[src/rtl/mem_access_ctrl.sv]
// -----------------------------------------------------------------------------
// mem_access_ctrl
//
// Bridges a CPU MEM-stage load/store request onto a single-port data RAM with
// a registered output (2-cycle read latency: address on the ram_en edge, data
// moves into the RAM output register on the ram_re edge).
//
// Loads:           IDLE -> RD_EN -> RD_REG -> RD_CAP -> IDLE
// Word stores:     IDLE -> WR -> IDLE
// Sub-word stores: IDLE -> RD_EN -> RD_REG -> RD_CAP -> WR -> IDLE
//                  (read-modify-write of the containing word)
// Errored requests never leave IDLE; the error response is presented in the
// cycle after accept.
//
// Ports
//   clk, reset      rising-edge clock, asynchronous active-low reset
//   req_*           request channel (valid/ready handshake, accepted in IDLE)
//   rsp_valid       one-cycle completion pulse, rsp_err / rsp_rdata qualified
//   busy            stall to the pipeline (NOT req_ready)
//   ram_*           RAM control; decoded only from state and latched request
//   ram_dout        RAM registered read data
// -----------------------------------------------------------------------------
module mem_access_ctrl #(
   parameter int RAM_DEPTH  = 15,
   parameter int ADDR_WIDTH = 4
) (
   input  logic                  clk,
   input  logic                  reset,
   input  logic                  req_valid,
   output logic                  req_ready,
   input  logic                  req_write,
   input  logic [1:0]            req_size,
   input  logic                  req_signed,
   input  logic [ADDR_WIDTH+1:0] req_addr,
   input  logic [31:0]           req_wdata,
   output logic                  rsp_valid,
   output logic                  rsp_err,
   output logic [31:0]           rsp_rdata,
   output logic                  busy,
   output logic [ADDR_WIDTH-1:0] ram_addr,
   output logic [31:0]           ram_din,
   output logic                  ram_en,
   output logic                  ram_we,
   output logic                  ram_re,
   input  logic [31:0]           ram_dout
);

   typedef enum logic [2:0] {
      IDLE   = 3'd0,
      RD_EN  = 3'd1,
      RD_REG = 3'd2,
      RD_CAP = 3'd3,
      WR     = 3'd4
   } state_t;

   localparam logic [1:0] SIZE_BYTE = 2'b00;
   localparam logic [1:0] SIZE_HALF = 2'b01;
   localparam logic [1:0] SIZE_WORD = 2'b10;
   localparam logic [1:0] SIZE_ILL  = 2'b11;

   // One extra bit so the depth compare cannot wrap when RAM_DEPTH == 2**ADDR_WIDTH.
   localparam logic [ADDR_WIDTH:0] DEPTH_LIM = (ADDR_WIDTH+1)'(RAM_DEPTH);

   state_t                  state_q,     state_d;
   logic                    write_q,     write_d;
   logic [1:0]              size_q,      size_d;
   logic                    signed_q,    signed_d;
   logic [ADDR_WIDTH+1:0]   addr_q,      addr_d;
   // Holds store data on accept; replaced by the merged word at RD_CAP for
   // sub-word stores so WR always writes wdata_q.
   logic [31:0]             wdata_q,     wdata_d;
   logic                    rsp_valid_q, rsp_valid_d;
   logic                    rsp_err_q,   rsp_err_d;
   logic [31:0]             rsp_rdata_q, rsp_rdata_d;

   logic [ADDR_WIDTH-1:0]   req_idx;
   logic                    req_err;
   logic [7:0]              load_byte;
   logic [15:0]             load_half;
   logic [31:0]             load_data;
   logic [3:0]              lane_mask;
   logic [31:0]             merge_word;

   // -------------------------------------------------------------------------
   // Request legality, evaluated on the raw request while in IDLE
   // -------------------------------------------------------------------------
   assign req_idx = req_addr[ADDR_WIDTH+1:2];

   always_comb begin
      req_err = 1'b0;
      if (req_size == SIZE_ILL)
         req_err = 1'b1;
      if ((req_size == SIZE_HALF) && req_addr[0])
         req_err = 1'b1;
      if ((req_size == SIZE_WORD) && (req_addr[1:0] != 2'b00))
         req_err = 1'b1;
      if ({1'b0, req_idx} >= DEPTH_LIM)
         req_err = 1'b1;
   end

   // -------------------------------------------------------------------------
   // Little-endian load extraction from the RAM output register
   // -------------------------------------------------------------------------
   always_comb begin
      load_byte = ram_dout[7:0];
      case (addr_q[1:0])
         2'd0: load_byte = ram_dout[7:0];
         2'd1: load_byte = ram_dout[15:8];
         2'd2: load_byte = ram_dout[23:16];
         2'd3: load_byte = ram_dout[31:24];
         default: load_byte = ram_dout[7:0];
      endcase
      load_half = addr_q[1] ? ram_dout[31:16] : ram_dout[15:0];

      case (size_q)
         SIZE_BYTE: load_data = {{24{signed_q & load_byte[7]}}, load_byte};
         SIZE_HALF: load_data = {{16{signed_q & load_half[15]}}, load_half};
         default:   load_data = ram_dout;
      endcase
   end

   // -------------------------------------------------------------------------
   // Read-modify-write merge: replace only the addressed lane(s)
   // -------------------------------------------------------------------------
   always_comb begin
      lane_mask = 4'b0000;
      case (size_q)
         SIZE_BYTE: lane_mask[addr_q[1:0]] = 1'b1;
         SIZE_HALF: lane_mask = addr_q[1] ? 4'b1100 : 4'b0011;
         default:   lane_mask = 4'b1111;
      endcase
   end

   genvar gi;
   generate
      for (gi = 0; gi < 4; gi++) begin : g_lane
         if (gi % 2 == 1) begin : g_odd
            // Odd lanes take the upper store byte for half stores.
            assign merge_word[8*gi +: 8] = lane_mask[gi]
                                         ? (size_q[0] ? wdata_q[15:8] : wdata_q[7:0])
                                         : ram_dout[8*gi +: 8];
         end else begin : g_even
            assign merge_word[8*gi +: 8] = lane_mask[gi] ? wdata_q[7:0]
                                                         : ram_dout[8*gi +: 8];
         end
      end
   endgenerate

   // -------------------------------------------------------------------------
   // State register
   // -------------------------------------------------------------------------
   always_ff @(posedge clk or negedge reset) begin
      if (!reset) begin
         state_q     <= IDLE;
         write_q     <= 1'b0;
         size_q      <= 2'b00;
         signed_q    <= 1'b0;
         addr_q      <= '0;
         wdata_q     <= '0;
         rsp_valid_q <= 1'b0;
         rsp_err_q   <= 1'b0;
         rsp_rdata_q <= '0;
      end else begin
         state_q     <= state_d;
         write_q     <= write_d;
         size_q      <= size_d;
         signed_q    <= signed_d;
         addr_q      <= addr_d;
         wdata_q     <= wdata_d;
         rsp_valid_q <= rsp_valid_d;
         rsp_err_q   <= rsp_err_d;
         rsp_rdata_q <= rsp_rdata_d;
      end
   end

   // -------------------------------------------------------------------------
   // Next-state logic
   // -------------------------------------------------------------------------
   always_comb begin
      state_d     = state_q;
      write_d     = write_q;
      size_d      = size_q;
      signed_d    = signed_q;
      addr_d      = addr_q;
      wdata_d     = wdata_q;
      rsp_valid_d = 1'b0;
      rsp_err_d   = 1'b0;
      rsp_rdata_d = '0;

      case (state_q)
         IDLE: begin
            if (req_valid) begin
               write_d  = req_write;
               size_d   = req_size;
               signed_d = req_signed;
               addr_d   = req_addr;
               wdata_d  = req_wdata;
               if (req_err) begin
                  rsp_valid_d = 1'b1;
                  rsp_err_d   = 1'b1;
               end else if (req_write && (req_size == SIZE_WORD)) begin
                  state_d = WR;
               end else begin
                  state_d = RD_EN;
               end
            end
         end
         RD_EN:  state_d = RD_REG;
         RD_REG: state_d = RD_CAP;
         RD_CAP: begin
            if (write_q) begin
               wdata_d = merge_word;
               state_d = WR;
            end else begin
               rsp_valid_d = 1'b1;
               rsp_rdata_d = load_data;
               state_d     = IDLE;
            end
         end
         WR: begin
            rsp_valid_d = 1'b1;
            state_d     = IDLE;
         end
         default: state_d = IDLE;
      endcase
   end

   // -------------------------------------------------------------------------
   // Outputs: RAM controls decode only from state and latched request
   // -------------------------------------------------------------------------
   always_comb begin
      req_ready = (state_q == IDLE);
      busy      = (state_q != IDLE);
      ram_en    = (state_q == RD_EN) || (state_q == WR);
      ram_we    = (state_q == WR);
      ram_re    = (state_q == RD_REG);
      ram_addr  = (state_q != IDLE) ? addr_q[ADDR_WIDTH+1:2] : '0;
      ram_din   = (state_q == WR) ? wdata_q : '0;
      rsp_valid = rsp_valid_q;
      rsp_err   = rsp_err_q;
      rsp_rdata = rsp_rdata_q;
   end

endmodule

[config.mk]
export PLATFORM = sky130hd
export DESIGN_NAME = mem_access_ctrl
export DESIGN_NICKNAME = d
export VERILOG_FILES = /design/src/rtl/mem_access_ctrl.sv
export SDC_FILE = /design/constraint.sdc
export NUM_CORES = 1
export LEC_CHECK = 0
export ABC_AREA = 0
export BUFFER_PORTS_ARGS = -buffer_cell sky130_fd_sc_hd__buf_4
export CORE_ASPECT_RATIO = 0.7
export CORE_MARGIN = 8
export CORE_UTILIZATION = 30
export DETAILED_ROUTE_END_ITERATION = 8
export SETUP_SLACK_MARGIN = 0.02
export SYNTH_ARGS = -nofsm -noshare
export SYNTH_HDL_FRONTEND = slang
export SYNTH_SLANG_ARGS = --single-unit
export TNS_END_PERCENT = 10
[constraint.sdc]
create_clock -name clk -period 2.7 [get_ports clk]
set_input_delay 0.81 -clock clk [delete_from_list [all_inputs] [get_ports clk]]
set_output_delay 0.81 -clock clk [all_outputs]
set_load 0.02 [all_outputs]
# Word level (Yosys, flattened, before mapping)
# Cells that the tools add are included.
# totals
input_bits	77
output_inout_bits	75
reg_bits	79
# op_classes
bitwise	2
reduce_logical	15
order_cmp	3
n_eq_ne	15
mux	33
# ops
operator	n
$mux 32	5
$pmux 32 s2	2
$mux 8	5
$pmux 8 s4	1
$mux 16	1
$mux 3	4
$pmux 3 s4	1
$mux 1	9
$eq 2x2->1 const B	4
$mux 4	2
$ne 2x2->1 const B	4
$pmux 4 s2	1
$eq 2x1->1 const B	3
$eq 3x2->1 const B	2
$ge 4x4->1 const B	1
$logic_and 1x1->1	4
$logic_not 2->1	2
$reduce_and 2->1	2
$reduce_and 4->1	1
$reduce_bool 2->1	2
$eq 3x1->1 const B	1
$eq 3x3->1 const B	1
$logic_not 3->1	1
$lt 2x3->1 const B	1
7 further kinds	8

# Longest topological paths before layout
# Gate-level depths: netlist of run 1.
# depth
word_depth	8
mapped_depth	7
ltp_nobuf	4

# Least setup slack after synthesis of run 1
# OpenSTA, ideal clock, no wires.
# synth_timing
path_type	flip-flop to output port
from	register state_q[1]
to	output ram_din[22]
slack_ns	0.320
n_path_buf	2
path_stages_with_launch	5
t_arrival_ns	1.570
cell_sequence	dfrtp_1 > buf_6 > nor3b_1 > clkbuf_1 > and2_1
# synth_between
elab_chain_len	2
# synth_lines
item	line_no	text
start: declaration	64	state_t state_q, state_d;
start signal: assignment	164	state_q <= state_d;
$eq 3x3->1	-	
named net ram_we	43	output logic ram_we,
$mux 32	238	ram_din = (state_q == WR) ? wdata_q : '0;
end: declaration	41	output logic [31:0] ram_din,
# The timed path passes the listed nets, and every way through them passes these cells.

# Final worst setup path of run 1
# layout_timing
from	register state_q[0]
to	output ram_din[19]
# layout_between
elab_chain_len	2
# layout_lines
item	line_no
$eq 3x3->1	238
$mux 32	238
# No other way between the ends.

==> results.sh, run 1 <==
export IMPL_status="completed"
export IMPL_firstDrtPassIters=5
export IMPL_fmax_mhz=395
export IMPL_tns_ps=0
export IMPL_grt_pass1_vias=4139
export IMPL_synth_edff_count=0
export IMPL_seq_area_um2=1980
export IMPL_cp_slowest_stage_delay_ps=520
export IMPL_grt_max_degree=43
export IMPL_drc_errors=0
export IMPL_portBuffers=151
export IMPL_slew_violations=0
export IMPL_hold_buffers=0
export IMPL_tightest_slew_ps=793
export IMPL_multiInputGateArea_um2=2240
export IMPL_synth_ff_type="dfrtp_1"
export IMPL_crit_type="register to primary output"
export IMPL_cts_sinks=79
export IMPL_hold_violations=0
export IMPL_die_area_um2=18900
export IMPL_async_flop_share=1.00
export IMPL_crit_fanout=29
export IMPL_cp_required_ps=1890
export IMPL_via_per_inst=5.09
export IMPL_cts_root_buf="clkbuf_16"
export IMPL_dr_total_vias=3959
export IMPL_numCtsBuffers=9
export IMPL_clk_pin_slew_ps=60
export IMPL_synth_cell_type_count=50
export IMPL_vdd_drop_max_mv=0.658
export IMPL_fillCellCount=1458
export IMPL_ios=152
export IMPL_slew_headroom=0.470
export IMPL_grt_use_total=0.157
export IMPL_gp_congestion=0.828
export IMPL_startpoint_type="register"
export IMPL_drive_gt1_frac=0.381
export IMPL_ys_warn_count=0
export IMPL_fin_cells=778
export IMPL_h_tree_depth=3
export IMPL_max_cap_violations=0
export IMPL_cts_tree="done"
export IMPL_grt_pass1_wl_um=23500
export IMPL_yosysSeqAreaShare=0.448
export IMPL_leakagePower_nw=2.91
export IMPL_hold_path_class="input port to asynchronous set/reset pin"
export IMPL_syn_mean_instance_area_um2=10.1
export IMPL_worstPathArrival_ps=1720
export IMPL_drt_iter0_drc=214
export IMPL_final_nets=655
export IMPL_clkLatencyLatePin_ps=340
export IMPL_ys_ff_latch=79
export IMPL_setup_viol=0
export IMPL_netlist_area_um2=4410
export IMPL_cts_buffer_depth=2
export IMPL_die_w_um=161
export IMPL_syn_inst=438
export IMPL_period_needed_ps=2530
export IMPL_wl_per_cell_um=19.7
export IMPL_cts_setup_buffers=0
export IMPL_p_per_area_nw_per_um2=1060
export IMPL_syn_num_nets=515
export IMPL_core_area_um2=14500
export IMPL_dpl_hpwl_um=11900
export IMPL_rsz0062_at_grt="no"
export IMPL_fin_crit_sh=0.938
export IMPL_num_rows=37
export IMPL_start_util=0.303
export IMPL_gr_total_overflow=0
export IMPL_slowest_stage="dfrtp_1"
export IMPL_ant_nets=0
export IMPL_fin_util=0.413
export IMPL_fp_dieH_um=117
export IMPL_antenna_found_initial=1
export IMPL_area_growth_synth_to_final_pct=36.0
export IMPL_finClkSkew_ps=5.47
export IMPL_diodes=0
export IMPL_placed_cell_area_um2=5710
export IMPL_place_inst=762
export IMPL_end_kind="primary output"
export IMPL_cts_resized_gates=0
export IMPL_finalInstanceArea_um2=6000
export IMPL_routed_wl_um=15300
export IMPL_path_cells="nor3b_4, buf_12, and2_1, buf_4"
## worst max-delay path, delay by kind of cell (launching register included)
kind,cells,cell delay (ps)
buf+inv,2,340
simple gates,2,510
flops,1,520
## state kept, by name, indices dropped and copies added, names as in the netlist
register and flops:
wdata_q 32, addr_q 6, rsp_err 1, rsp_valid 1, signed_q 1, rsp_rdata 32, write_q 1, size_q 2
state_q 3
## per-layer routing
metal  GRT usage  part of all wire  vias to the layer above
li1            -                 -                     1830
met1       0.204              0.45                     1946
met2       0.243              0.45                      154
met3      0.0552             0.082                       27
met4      0.0427             0.016                        2
met5           0           0.00059                        -
## synth_stat cells, types with 2 or more instances
cell | count | area, um^2
a21oi_1 | 10 | 50.1
a21oi_4 | 3 | 48.8
a222oi_1 | 7 | 70.1
a22o_1 | 7 | 61.3
a22oi_1 | 7 | 52.6
and2_1 | 34 | 213
and2b_1 | 3 | 22.5
buf_2 | 9 | 45.0
buf_4 | 2 | 15.0
buf_6 | 6 | 67.6
clkbuf_1 | 14 | 52.6
dfrtp_1 | 79 | 1980
inv_1 | 3 | 11.3
mux2_2 | 24 | 270
mux2_4 | 8 | 120
mux2i_1 | 24 | 240
nand2_1 | 91 | 342
nand3_1 | 10 | 50.1
nand3b_1 | 2 | 15.0
nor2_1 | 16 | 60.1
nor2b_1 | 4 | 25.0
nor3_1 | 2 | 10.0
nor3_2 | 2 | 20.0
nor3b_1 | 2 | 15.0
o211ai_1 | 8 | 60.1
o21a_1 | 18 | 135
o21ai_0 | 4 | 20.0
o32a_1 | 16 | 160
xnor2_1 | 2 | 17.5
## final cells by class
cell class | count | area share
Timing Repair Buffer | 162 | 0.207
Clock buffer | 9 | 0.0375
Clock inverter | 7 | 0.00938
Inverter | 4 | 0.00250
Multi-Input combinational cell | 322 | 0.374
Tap cell | 195 | 0.0407
Sequential cell | 79 | 0.330
## report_power, final
part / internal, W / total (W) / switching, W
clock network: 0.000632 / 0.00114 / 0.000512
logic: 0.00150 / 0.00318 / 0.00168
registers: 0.00161 / 0.00201 / 0.000399
total: 0.00375 / 0.00634 / 0.00259
## kinds of logic after synthesis
family / count (synthesis) / synth area share
mux: 57 / 0.148
buf+inv: 37 / 0.0462
simple gates: 177 / 0.194
compound gates: 86 / 0.159
flops: 79 / 0.448
xor+xnor: 2 / 0.00397
## cells in the final DEF (no fill, tap or decap), types with 3 or more instances in the layout
cell type,count
buf_4,160
o21a_1,18
nor2_1,16
o211ai_1,8
clkbuf_16,9
nand3_1,10
o21ai_0,4
clkinvlp_4,3
dfrtp_1,79
nor2b_1,4
inv_1,3
mux2_4,8
a22o_1,7
a21oi_4,3
a21oi_1,10
and2_1,34
mux2i_1,24
nand2_1,91
o32a_1,16
mux2_2,24
and2b_1,3
a222oi_1,7
a22oi_1,7
## through the flow
step	total power, W	hold slack, ps	setup slack (ps)
2_1_floorplan	0.00422	458	320
3_3_place_gp	0.00508	481	328
3_5_place_dp	0.00519	491	255
4_1_cts	0.00636	464	88.5
5_1_grt	0.00673	484	59.2
6_report	0.00634	453	168
## path summary, 6_finish.rpt
path	start	endpoint	slack [ps]	cells past startpoint
max	state_q[0]	ram_din[19]	170	4
min	reset	wdata_q[16]	450	1
max reg2reg	state_q[2]	wdata_q[0]	460	5
min reg2reg	wdata_q[23]	wdata_q[23]	500	2
max in group asynchronous	reset	rsp_rdata[31]	1640	2
min in group clk	wdata_q[23]	wdata_q[23]	500	2
Note: power is estimated with default switching activity, not from simulation.
==> inputs of run 2 (changes only) <==
REMOVE_ABC_BUFFERS = 1   (was default)
==> run 2 against run 1 <==
Via count increased by 0.18%. Clock skew rose by 0.56 ps. Flip-flop and latch count did not move. Global-route usage is 0.88 points higher. Worst setup slack better by 12 ps. Wire length rose by 2.9%. Non-clock buffer count up 4. Critical path depth did not move. Sequential power is essentially flat. Largest power group unchanged. Combinational power increased by 2%. Hold slack gained 45 ps. Die area unchanged.
==> results.sh, run 2 (synthesis gave the netlist of run 1 again) <==
export IMPL_status="completed"
export IMPL_fin_cells=782
export IMPL_finClkSkew_ps=6.03
export IMPL_fin_crit_sh=0.933
export IMPL_slew_violations=0
export IMPL_cts_buffer_depth=2
export IMPL_diodes=0
export IMPL_path_cells="nor3b_4, buf_12, and2_1, buf_4"
export IMPL_gr_total_overflow=0
export IMPL_fin_hold_ws_ps=498
export IMPL_numCtsBuffers=9
export IMPL_max_cap_violations=0
export IMPL_setup_viol=0
export IMPL_hold_path_depth=1
export IMPL_h_tree_depth=3
export IMPL_hold_buffers=0
export IMPL_placed_cell_area_um2=5730
export IMPL_end_kind="primary output"
export IMPL_fp_dieH_um=117
export IMPL_min_to="wdata_q[30]"
export IMPL_drive_gt1_frac=0.383
export IMPL_area_growth_synth_to_final_pct=37.2
export IMPL_reg2reg_slack_ps=510
export IMPL_crit_type="register to primary output"
export IMPL_routed_wl_um=15700
export IMPL_wl_per_cell_um=20.1
export IMPL_layout_common_cells="165 x buf_4, 91 x nand2_1, 79 x dfrtp_1"
export IMPL_vdd_drop_max_mv=0.508
export IMPL_tns_ps=0
export IMPL_gp_congestion=0.795
export IMPL_tightest_slew_ps=796
export IMPL_firstDrtPassIters=5
export IMPL_portBuffers=151
export IMPL_r2r_start="state_q[2]"
export IMPL_hold_path_class="register to register"
export IMPL_rr_endpoint="wdata_q[6]"
export IMPL_rsz0062_at_grt="no"
export IMPL_worstPathArrival_ps=1710
export IMPL_via_per_inst=5.07
export IMPL_grt_pass1_wl_um=24700
export IMPL_dpl_hpwl_um=12300
export IMPL_grt_pass1_vias=4318
export IMPL_die_area_um2=18900
export IMPL_period_needed_ps=2520
export IMPL_hold_violations=0
export IMPL_num_rows=37
export IMPL_p_per_area_nw_per_um2=1080
export IMPL_cp_num_buf_inv=2
export IMPL_fillCellCount=1462
export IMPL_ant_nets=0
export IMPL_antenna_found_initial=0
export IMPL_slew_headroom=0.470
export IMPL_startpoint_type="register"
export IMPL_ios=152
export IMPL_grt_use_total=0.166
export IMPL_fmax_mhz=397
export IMPL_cp_slowest_stage_delay_ps=520
export IMPL_cp_required_ps=1890
export IMPL_p_total_w=0.00651
export IMPL_dr_total_vias=3966
export IMPL_final_nets=659
export IMPL_drt_iter0_drc=230
export IMPL_layout_commonest_cell="buf_4"
export IMPL_clk_pin_slew_ps=60
export IMPL_start_util=0.303
export IMPL_cts_root_buf="clkbuf_16"
export IMPL_die_w_um=161
export IMPL_place_inst=766
export IMPL_cts_sinks=79
export IMPL_cts_tree="done"
export IMPL_crit_fanout=31
export IMPL_slowest_stage="dfrtp_1"
export IMPL_leakagePower_nw=2.94
export IMPL_reg2reg_depth=5
export IMPL_clkLatencyLatePin_ps=340
export IMPL_drc_errors=0
export IMPL_critPathTopFamily="flip-flops"
export IMPL_core_area_um2=14500
export IMPL_hold_start="wdata_q[30]"
export IMPL_finalInstanceArea_um2=6050
export IMPL_grt_max_degree=57
-- run 2: stage by stage --
step,util,setup slack [ps]
5_1_grt,0.416,60.5
3_5_place_dp,0.394,234
2_1_floorplan,-,-953
4_1_cts,0.416,90.9
6_report,0.416,180
3_3_place_gp,0.394,357
-- run 2: power breakdown --
| part | switching, W | internal [W] |
|---|---|---|
| logic | 0.00172 | 0.00152 |
| registers | 0.000381 | 0.00161 |
| clock network | 0.000476 | 0.000806 |
| total | 0.00257 | 0.00394 |
-- run 2: repair_timing --
item / CTS / global route
endpoints found under the setup margin: 0 / 1
gates resized for setup: 0 / 1
buffers inserted: 0 / 0
-- run 2: layer usage --
| metal | share of wire | vias to the layer above | GRT usage |
|---|---|---|---|
| li1 | - | 1832 | - |
| met1 | 0.45 | 1932 | 0.220 |
| met2 | 0.44 | 186 | 0.248 |
| met3 | 0.097 | 16 | 0.0639 |
| met4 | 0.013 | 0 | 0.0433 |
| met5 | 0 | - | 0 |
-- run 2: area by class of cell --
class	instances	area (um^2)	area share
flip-flops and latches	79	1980	0.327
multi-input cells	322	2240	0.370
repair buffers	166	1260	0.208
inverters	4	15.0	0.00248
clock buffers	10	229	0.0378
clock inverters	6	85.1	0.0141
well taps	195	244	0.0403
-- run 2: worst max-delay path by stage --
stage	end	cells after the start	slack (ps)	startpoint
floorplan	ram_din[0]	2	-950	state_q[2]
global placement	wdata_q[16]	6	360	req_valid
detailed placement	wdata_q[21]	6	230	req_valid
CTS	ram_din[25]	4	90	state_q[0]
global route	ram_addr[0]	4	60	state_q[2]
finish	ram_din[25]	4	180	state_q[0]
==> inputs of run 3 (changes only) <==
ABC_AREA = 1   (was 0)
RECOVER_POWER = 100   (was default)
==> run 3 against run 2 <==
Wire length shrank 1.6%. Via count grew 14%. Worst setup slack gained 19 ps. Register-to-register slack lost 120 ps. Maximum frequency grew 0.76%. Synthesized cell count grew 48%. Clock-buffer cell count is the same. Critical path depth grew 1. Largest cell class is now sequential cells. First-iteration DRC count grew 2.6%. The run now ends with max-capacitance violations, max-slew violations left. Sequential share of layout area grew 1.2 points. Clock power grew 6%.
==> results.sh, run 3 <==
export IMPL_portBuffers=151
export IMPL_die_w_um=162
export IMPL_die_area_um2=19200
export IMPL_core_area_um2=14700
export IMPL_ant_nets=0
export IMPL_post_synth_top_area_cell="dfrtp_1"
export IMPL_crit_fanout=34
export IMPL_netlist_area_leader_share=0.440
export IMPL_clkLatencyLatePin_ps=340
export IMPL_leakagePower_nw=3.18
export IMPL_hold_path_depth=2
export IMPL_reg2reg_slack_ps=390
export IMPL_synth_ff_type="dfrtp_1"
export IMPL_violations="max-capacitance violations, max-slew violations"
export IMPL_tns_ps=0
export IMPL_cts_sinks=79
export IMPL_hold_start="wdata_q[12]"
export IMPL_gp_congestion=0.870
export IMPL_hold_path_class="register to register"
export IMPL_grt_max_degree=56
export IMPL_ys_ff_latch=79
export IMPL_slew_violations=35
export IMPL_status="finished, violations left"
export IMPL_max_cap_violations=1
export IMPL_crit_type="register to primary output"
export IMPL_hold_violations=0
export IMPL_dpl_hpwl_um=12000
export IMPL_synth_edff_count=0
export IMPL_synth_commonest_cells="165 x nand2_1, 126 x nor2_1, 99 x inv_1"
export IMPL_worstPathArrival_ps=1690
export IMPL_cts_buffer_depth=2
export IMPL_final_nets=871
export IMPL_fin_crit_sh=0.926
export IMPL_startpoint_type="register"
export IMPL_h_tree_depth=3
export IMPL_p_per_area_nw_per_um2=1080
export IMPL_rr_endpoint="rsp_rdata[19]"
export IMPL_cts_root_buf="clkbuf_16"
export IMPL_grt_use_total=0.165
export IMPL_rsz0062_at_grt="no"
export IMPL_syn_inst=650
export IMPL_routed_wl_um=15500
export IMPL_clk_pin_slew_ps=60
export IMPL_wl_per_cell_um=15.6
export IMPL_end_kind="primary output"
export IMPL_fp_dieH_um=118
export IMPL_ios=152
export IMPL_grt_pass1_wl_um=25200
export IMPL_drive_gt1_frac=0.176
export IMPL_slew_headroom=-0.315
export IMPL_drc_errors=0
export IMPL_hold_buffers=0
export IMPL_synth_cell_type_count=27
export IMPL_reg2reg_depth=7
export IMPL_gr_total_overflow=0
export IMPL_finClkSkew_ps=4.24
export IMPL_antenna_found_initial=0
export IMPL_syn_mean_instance_area_um2=6.90
export IMPL_firstDrtPassIters=4
export IMPL_setup_viol=0
export IMPL_start_util=0.306
export IMPL_fin_util=0.397
export IMPL_yosysMostFrequentCell="nand2_1"
export IMPL_synthTopCellsByArea="dfrtp_1 44%, nand2_1 14%, nor2_1 11%"
export IMPL_ys_warn_count=0
export IMPL_period_needed_ps=2500
export IMPL_cts_resized_gates=0
export IMPL_cts_setup_buffers=0
export IMPL_vdd_drop_max_mv=0.499
export IMPL_cp_required_ps=1890
export IMPL_async_flop_share=1.00
export IMPL_min_to="wdata_q[12]"
export IMPL_dr_total_vias=4523
export IMPL_num_rows=37
export IMPL_numCtsBuffers=9
export IMPL_layout_common_cells="167 x nand2_1, 130 x nor2_1, 101 x inv_1"
export IMPL_fmax_mhz=400
export IMPL_layout_commonest_cell="nand2_1"
export IMPL_tightest_slew_ps=1970
export IMPL_netlist_area_um2=4490
export IMPL_via_per_inst=4.55
export IMPL_cts_tree="done"
export IMPL_yosysSeqAreaShare=0.440
export IMPL_r2r_start="size_q[0]"
export IMPL_diodes=0
export IMPL_area_growth_synth_to_final_pct=29.9
export IMPL_grt_pass1_vias=4706
export IMPL_drt_iter0_drc=236
==> run 3: worst max path at each step <==
stage / cells past startpoint / startpoint / slack, ps / endpoint
4_1_cts: 5 / state_q[1] / 140 / ram_din[3]
3_5_place_dp: 5 / state_q[1] / 520 / ram_din[3]
5_1_grt: 5 / state_q[1] / 40 / ram_din[28]
2_1_floorplan: 3 / state_q[1] / -320 / ram_din[0]
6_report: 5 / state_q[1] / 200 / ram_din[4]
3_3_place_gp: 5 / state_q[1] / 570 / ram_din[3]
==> run 3: cell type report <==
cell class,count,area [um^2]
clock buffer,10,239
clock inverter,6,92.6
fill,1626,8840
inverter,107,402
multi-input combinational,439,1920
sequential,79,1980
tap,195,244
timing repair buffer,158,956
==> run 3: per-stage QoR <==
step	hold WS [ps]	instance area, um^2	worst slack [ps]	power [W]	cells
after CTS	427	6110	142	0.00661	994
after global routing	549	5830	41.2	0.00690	994
after global placement	462	5780	575	0.00519	978
after floorplan	449	4340	-325	0.00399	625
final	484	5830	199	0.00632	994
after detailed placement	471	5780	525	0.00522	978
==> run 3: per-layer routing <==
metal,share of wire,global-route usage,wire [um],vias to the layer above
li1,-,-,-,2268
met1,0.49,0.224,7540,2097
met2,0.42,0.247,6480,147
met3,0.087,0.0614,1350,11
met4,0.0070,0.0317,109,0
met5,0,0,0,-
==> run 3: critical path: stages (launching register included) <==
cell and delay (ps):
dfrtp_1 440, nor3_2 200, clkinv_1 80, buf_4 240, nor2_1 130, clkbuf_1 240
==> run 3: kinds of logic (layout without fill, tap and decap cells) <==
logic type      Yosys count  in the layout  share of synthesized area
simple gates            356            356                      0.333
buf+inv                 132            281                      0.123
flops                    79             79                      0.440
compound gates           83             83                      0.103
==> run 3: power by group <==
| part | leakage [nW] | switching (W) | internal (W) |
|---|---|---|---|
| clock network | 0.155 | 0.000517 | 0.000840 |
| logic | 2.02 | 0.00219 | 0.000897 |
| registers | 1.01 | 0.000266 | 0.00161 |
| total | 3.18 | 0.00297 | 0.00335 |
